**src/rtl/button_conditioner.sv**
```systemverilog
// Synchronise, debounce and edge-detect two steering buttons, holding each press until acked.
// Level/pulse rise DEBOUNCE_CYCLES+2 edges after a stable press, pending one edge later; no backpressure.

module button_conditioner_chan #(
  parameter int DEBOUNCE_CYCLES = 1000000,
  parameter int CNT_W           = $clog2(DEBOUNCE_CYCLES)
) (
  input  logic i_clk,
  input  logic i_rst,
  input  logic i_raw,
  input  logic i_ack,
  output logic o_level,
  output logic o_pulse,
  output logic o_pend
);
  localparam logic [CNT_W-1:0] LP_LAST = CNT_W'(DEBOUNCE_CYCLES - 1);

  logic             r_s1;
  logic             r_s2;
  logic [CNT_W-1:0] r_cnt;
  logic             r_level;
  logic             r_pulse;
  logic             r_pend;
  logic             w_differ;
  logic             w_commit;

  assign w_differ = (r_s2 != r_level);
  assign w_commit = w_differ && (r_cnt == LP_LAST);

  always_ff @(posedge i_clk) begin
    if (i_rst) begin
      r_s1    <= 1'b0;
      r_s2    <= 1'b0;
      r_cnt   <= '0;
      r_level <= 1'b0;
      r_pulse <= 1'b0;
      r_pend  <= 1'b0;
    end else begin
      r_s1 <= i_raw;
      r_s2 <= r_s1;
      // Any return of s2 to the current level restarts the stability count.
      if (!w_differ) begin
        r_cnt <= '0;
      end else if (w_commit) begin
        r_level <= r_s2;
        r_cnt   <= '0;
      end else begin
        r_cnt <= r_cnt + 1'b1;
      end
      r_pulse <= w_commit && r_s2;
      // A new press on the ack edge must survive, so set dominates clear.
      r_pend  <= (r_pend && !i_ack) || r_pulse;
    end
  end

  assign o_level = r_level;
  assign o_pulse = r_pulse;
  assign o_pend  = r_pend;
endmodule

module button_conditioner #(
  parameter int DEBOUNCE_CYCLES = 1000000,
  parameter int CNT_W           = $clog2(DEBOUNCE_CYCLES)
) (
  input  logic CLK,
  input  logic RST,
  input  logic leftButtonRaw,
  input  logic rightButtonRaw,
  input  logic ack,
  output logic leftButton,
  output logic rightButton,
  output logic leftLevel,
  output logic rightLevel,
  output logic leftPulse,
  output logic rightPulse
);
  button_conditioner_chan #(
    .DEBOUNCE_CYCLES(DEBOUNCE_CYCLES),
    .CNT_W          (CNT_W)
  ) u_left (
    .i_clk  (CLK),
    .i_rst  (RST),
    .i_raw  (leftButtonRaw),
    .i_ack  (ack),
    .o_level(leftLevel),
    .o_pulse(leftPulse),
    .o_pend (leftButton)
  );

  button_conditioner_chan #(
    .DEBOUNCE_CYCLES(DEBOUNCE_CYCLES),
    .CNT_W          (CNT_W)
  ) u_right (
    .i_clk  (CLK),
    .i_rst  (RST),
    .i_raw  (rightButtonRaw),
    .i_ack  (ack),
    .o_level(rightLevel),
    .o_pulse(rightPulse),
    .o_pend (rightButton)
  );
endmodule

```
**config.mk**
```make
export PLATFORM = sky130hd
export DESIGN_NAME = button_conditioner
export DESIGN_NICKNAME = d
export VERILOG_FILES = /design/src/rtl/button_conditioner.sv
export SDC_FILE = /design/constraint.sdc
export NUM_CORES = 1
export LEC_CHECK = 0
export CAP_MARGIN = 0
export CELL_PAD_IN_SITES_DETAIL_PLACEMENT = 2
export CELL_PAD_IN_SITES_GLOBAL_PLACEMENT = 2
export CORE_MARGIN = 2
export CORE_UTILIZATION = 36
export DETAILED_ROUTE_END_ITERATION = 10
export HOLD_SLACK_MARGIN = 0.06
export MAX_ROUTING_LAYER = met4
export PLACE_DENSITY_LB_ADDON = 0.2
export SLEW_MARGIN = 20
export SYNTH_ARGS = -nofsm -noshare
export SYNTH_HDL_FRONTEND = slang
export SYNTH_SLANG_ARGS = --single-unit
```
**constraint.sdc**
```tcl
create_clock -name CLK -period 2.35 [get_ports CLK]
set_input_delay 0.47 -clock CLK [delete_from_list [all_inputs] [get_ports CLK]]
set_output_delay 0.47 -clock CLK [all_outputs]
set_load 0.05 [all_outputs]
```
==> results_dict.tcl <==
set metrics [dict create \
    period_share_pct 87.9 \
    syn_inst 248 \
    reg2reg_slack_ns 0.28 \
    clockBufferDepth 2 \
    final-setup-viol-count 0 \
    gr-usage-all-layers_pct 17.5 \
    drtAntennaViolNets 0 \
    grt_pass1_wl_um 8520 \
    grt_max_degree 17 \
    ys_seq_area_share_pct 46.9 \
    min_from "u_right.r_cnt[0]" \
    port_buffers 10 \
    fin_ws_ns 0.285 \
    gr-total-overflow 0 \
    postRouteWirelength_um 4940 \
    die_h_um 81 \
    min_period_ns 2.07 \
    detail_route.vias_per_cell 5.16 \
    rsz0062_at_grt "false" \
    ir_drop_v 0.000423 \
    post-place-cells 330 \
    holdWs_ns 0.456 \
    clock_tree.root_cell "clkbuf_8" \
    pre_cts_slack_ns 0.315 \
    post_cts_resized 0 \
    placementRows 28 \
    via_count 1744 \
    synth_top_area_share_pct 46.9 \
    die-area_um2 6560 \
    tns_ns 0 \
    clock_sinks 50 \
    ys_warn_count 0 \
    cts_tree "done" \
    arrival_ns 2.32 \
    maxCapViolations 0 \
    hold_end "u_right.r_cnt[0]" \
    htree_levels 2 \
    detail_route.iter0.violations 82 \
    slew_violations 0 \
    leakage_nw 0.714 \
    final_util_pct 42.8 \
    antenna_found_initial 0 \
    synth_top_area_cell "dfxtp_1" \
    instances_no_fill 338 \
    finalHoldViolations 0 \
    place_area_um2 2350 \
    slew_headroom_pct 61.9 \
    syn_to_final_growth_pct 16.6 \
    netlist_area_um2 2130 \
    pin_count 11 \
    min_path_cells 1 \
    clock_skew_ns 0.00842 \
    wire_per_inst_um 14.6 \
    fmax_ghz 0.484 \
    finalPower_mw 1.61 \
    post_cts_buffers 0 \
    yosys.cell_types.count 31 \
    cp_max_fo 8 \
    ys.flop_type "dfxtp_1" \
    firstDrtPassIters 4 \
    hold_buffers 0 \
    ys_ff_latch 50 \
    hpwlAfterDp_um 3620 \
    gp_congestion 0.752 \
    final_nets 269 \
    grt_pass1_vias 1818 \
    synth_edf_count 0 \
    n_antenna_cell 0 \
    critPathCaptureType "flop" \
    die_w_um 81 \
    reg2reg_to "u_left.r_cnt[18]" \
    rr_worst_depth 5 \
    core_region_area_um2 5820 \
    design_area_um2 2490 \
    powerDensity_nw_per_um2 648 \
    worstSkewPairLatency_ns 0.32 \
    drive_above_1_share_pct 7.22 \
    cts_buffers 5 \
    rr_startpoint "u_left.r_cnt[0]" \
    synth.area.top_cells "dfxtp_1, xnor2_1, nor2_1" \
    critPathKind "reg -> reg" \
    drc_errors 0 \
    synthArstFlopShare_pct 0 \
    syn_area_per_cell_um2 8.61 \
    status "finished clean" \
    startpoint_type "flop" \
    worst_pin_slew_ns 0.568 \
    initial_core_util_pct 36.7 \
    min_path_type "reg -> reg" \
    synth_nets 255 \
    path_clk_slew_ns 0.09 \
    critPathRequiredTime_ns 2.60 \
]
-- cell type report --
class,count,area (um2)
clock inverters,3,68.8
multi-input cells,176,1050
fillers,681,3330
clock buffers,5,68.8
flip-flops and latches,50,1000
inverters,13,48.8
well taps,75,93.8
repair buffers,16,158
-- sequential cells by signal, indices dropped and copies added, names as in the netlist --
register / count
u_left.o_pulse: 1
u_right.r_cnt: 20
u_right.r_s1: 1
u_left.o_level: 1
u_right.r_s2: 1
u_left.r_s2: 1
u_right.o_pend: 1
u_right.o_pulse: 1
u_left.r_cnt: 20
u_left.o_pend: 1
u_left.r_s1: 1
u_right.o_level: 1
-- metal layers --
layer	vias to the layer above	track usage [%]	wire length (um)
met2	17	27.2	2350
li1	881	-	-
met4	0	8.81	113
met5	-	-	0
met3	8	3.33	127
met1	838	21.6	2360
-- Yosys cell counts (6+ instances only) --
library cell  instances
a21oi_1              16
clkbuf_1              8
dfxtp_1              50
inv_1                13
nand2_1              12
nand3_1              12
nand4_1               6
nor2_1               36
nor3_1                6
o21ai_0              10
o31ai_1               6
or3_1                10
or4_1                 9
xnor2_1              18
xor2_1                8
-- worst max-delay path: stages (launching register included) --
cell     delay (ns)
dfxtp_1        0.41
ha_1           0.25
nand2_1        0.10
or4_1          0.64
or4_1          0.46
a21oi_1        0.15
-- power breakdown --
part | total, mW | leakage [nW] | switching [mW] | internal [mW]
logic | 0.0273 | 0.242 | 0.0134 | 0.0139
registers | 0.853 | 0.404 | 0.00250 | 0.851
clock network | 0.731 | 0.0683 | 0.305 | 0.426
total | 1.61 | 0.714 | 0.321 | 1.29
-- cell families (layout without fill, tap and decap cells) --
logic type                 count (synthesis)  in the layout  synth area share (%)
adders and majority gates                  2              2                  1.17
and+or+nand+nor                          116            116                  29.1
buffers and inverters                     22             37                  3.93
xor gates and xnor gates                  26             26                  10.7
AOI/OAI and AO/OA                         32             32                  8.21
DFF                                       50             50                  46.9
-- placed cells by master, fill, tap and decap left out, types with 4 or more instances in the layout --
cell type / count
dfxtp_1: 50
nor2_1: 36
xnor2_1: 18
a21oi_1: 16
inv_1: 13
nand3_1: 12
nand2_1: 12
or3_1: 10
clkdlybuf4s50_1: 10
or4_1: 9
xor2_1: 8
o21ai_0: 8
nand4_1: 6
o31ai_1: 6
nor3_1: 6
nor4b_1: 5
clkbuf_8: 5
buf_4: 5
nor4_1: 4
nor2b_1: 4
-- worst max path at each step --
| stage | start | endpoint | cells past startpoint |
|---|---|---|---|
| after floorplan | u_left.r_cnt[0] | u_left.r_cnt[18] | 6 |
| after global placement | u_left.r_cnt[2] | u_left.r_cnt[19] | 4 |
| after detailed placement | u_left.r_cnt[0] | u_left.r_cnt[18] | 5 |
| after CTS | u_left.r_cnt[0] | u_left.r_cnt[18] | 5 |
| after global routing | u_left.r_cnt[0] | u_left.r_cnt[18] | 5 |
| final | u_left.r_cnt[0] | u_left.r_cnt[18] | 5 |
No activity file was read; power rests on OpenSTA's default activity.
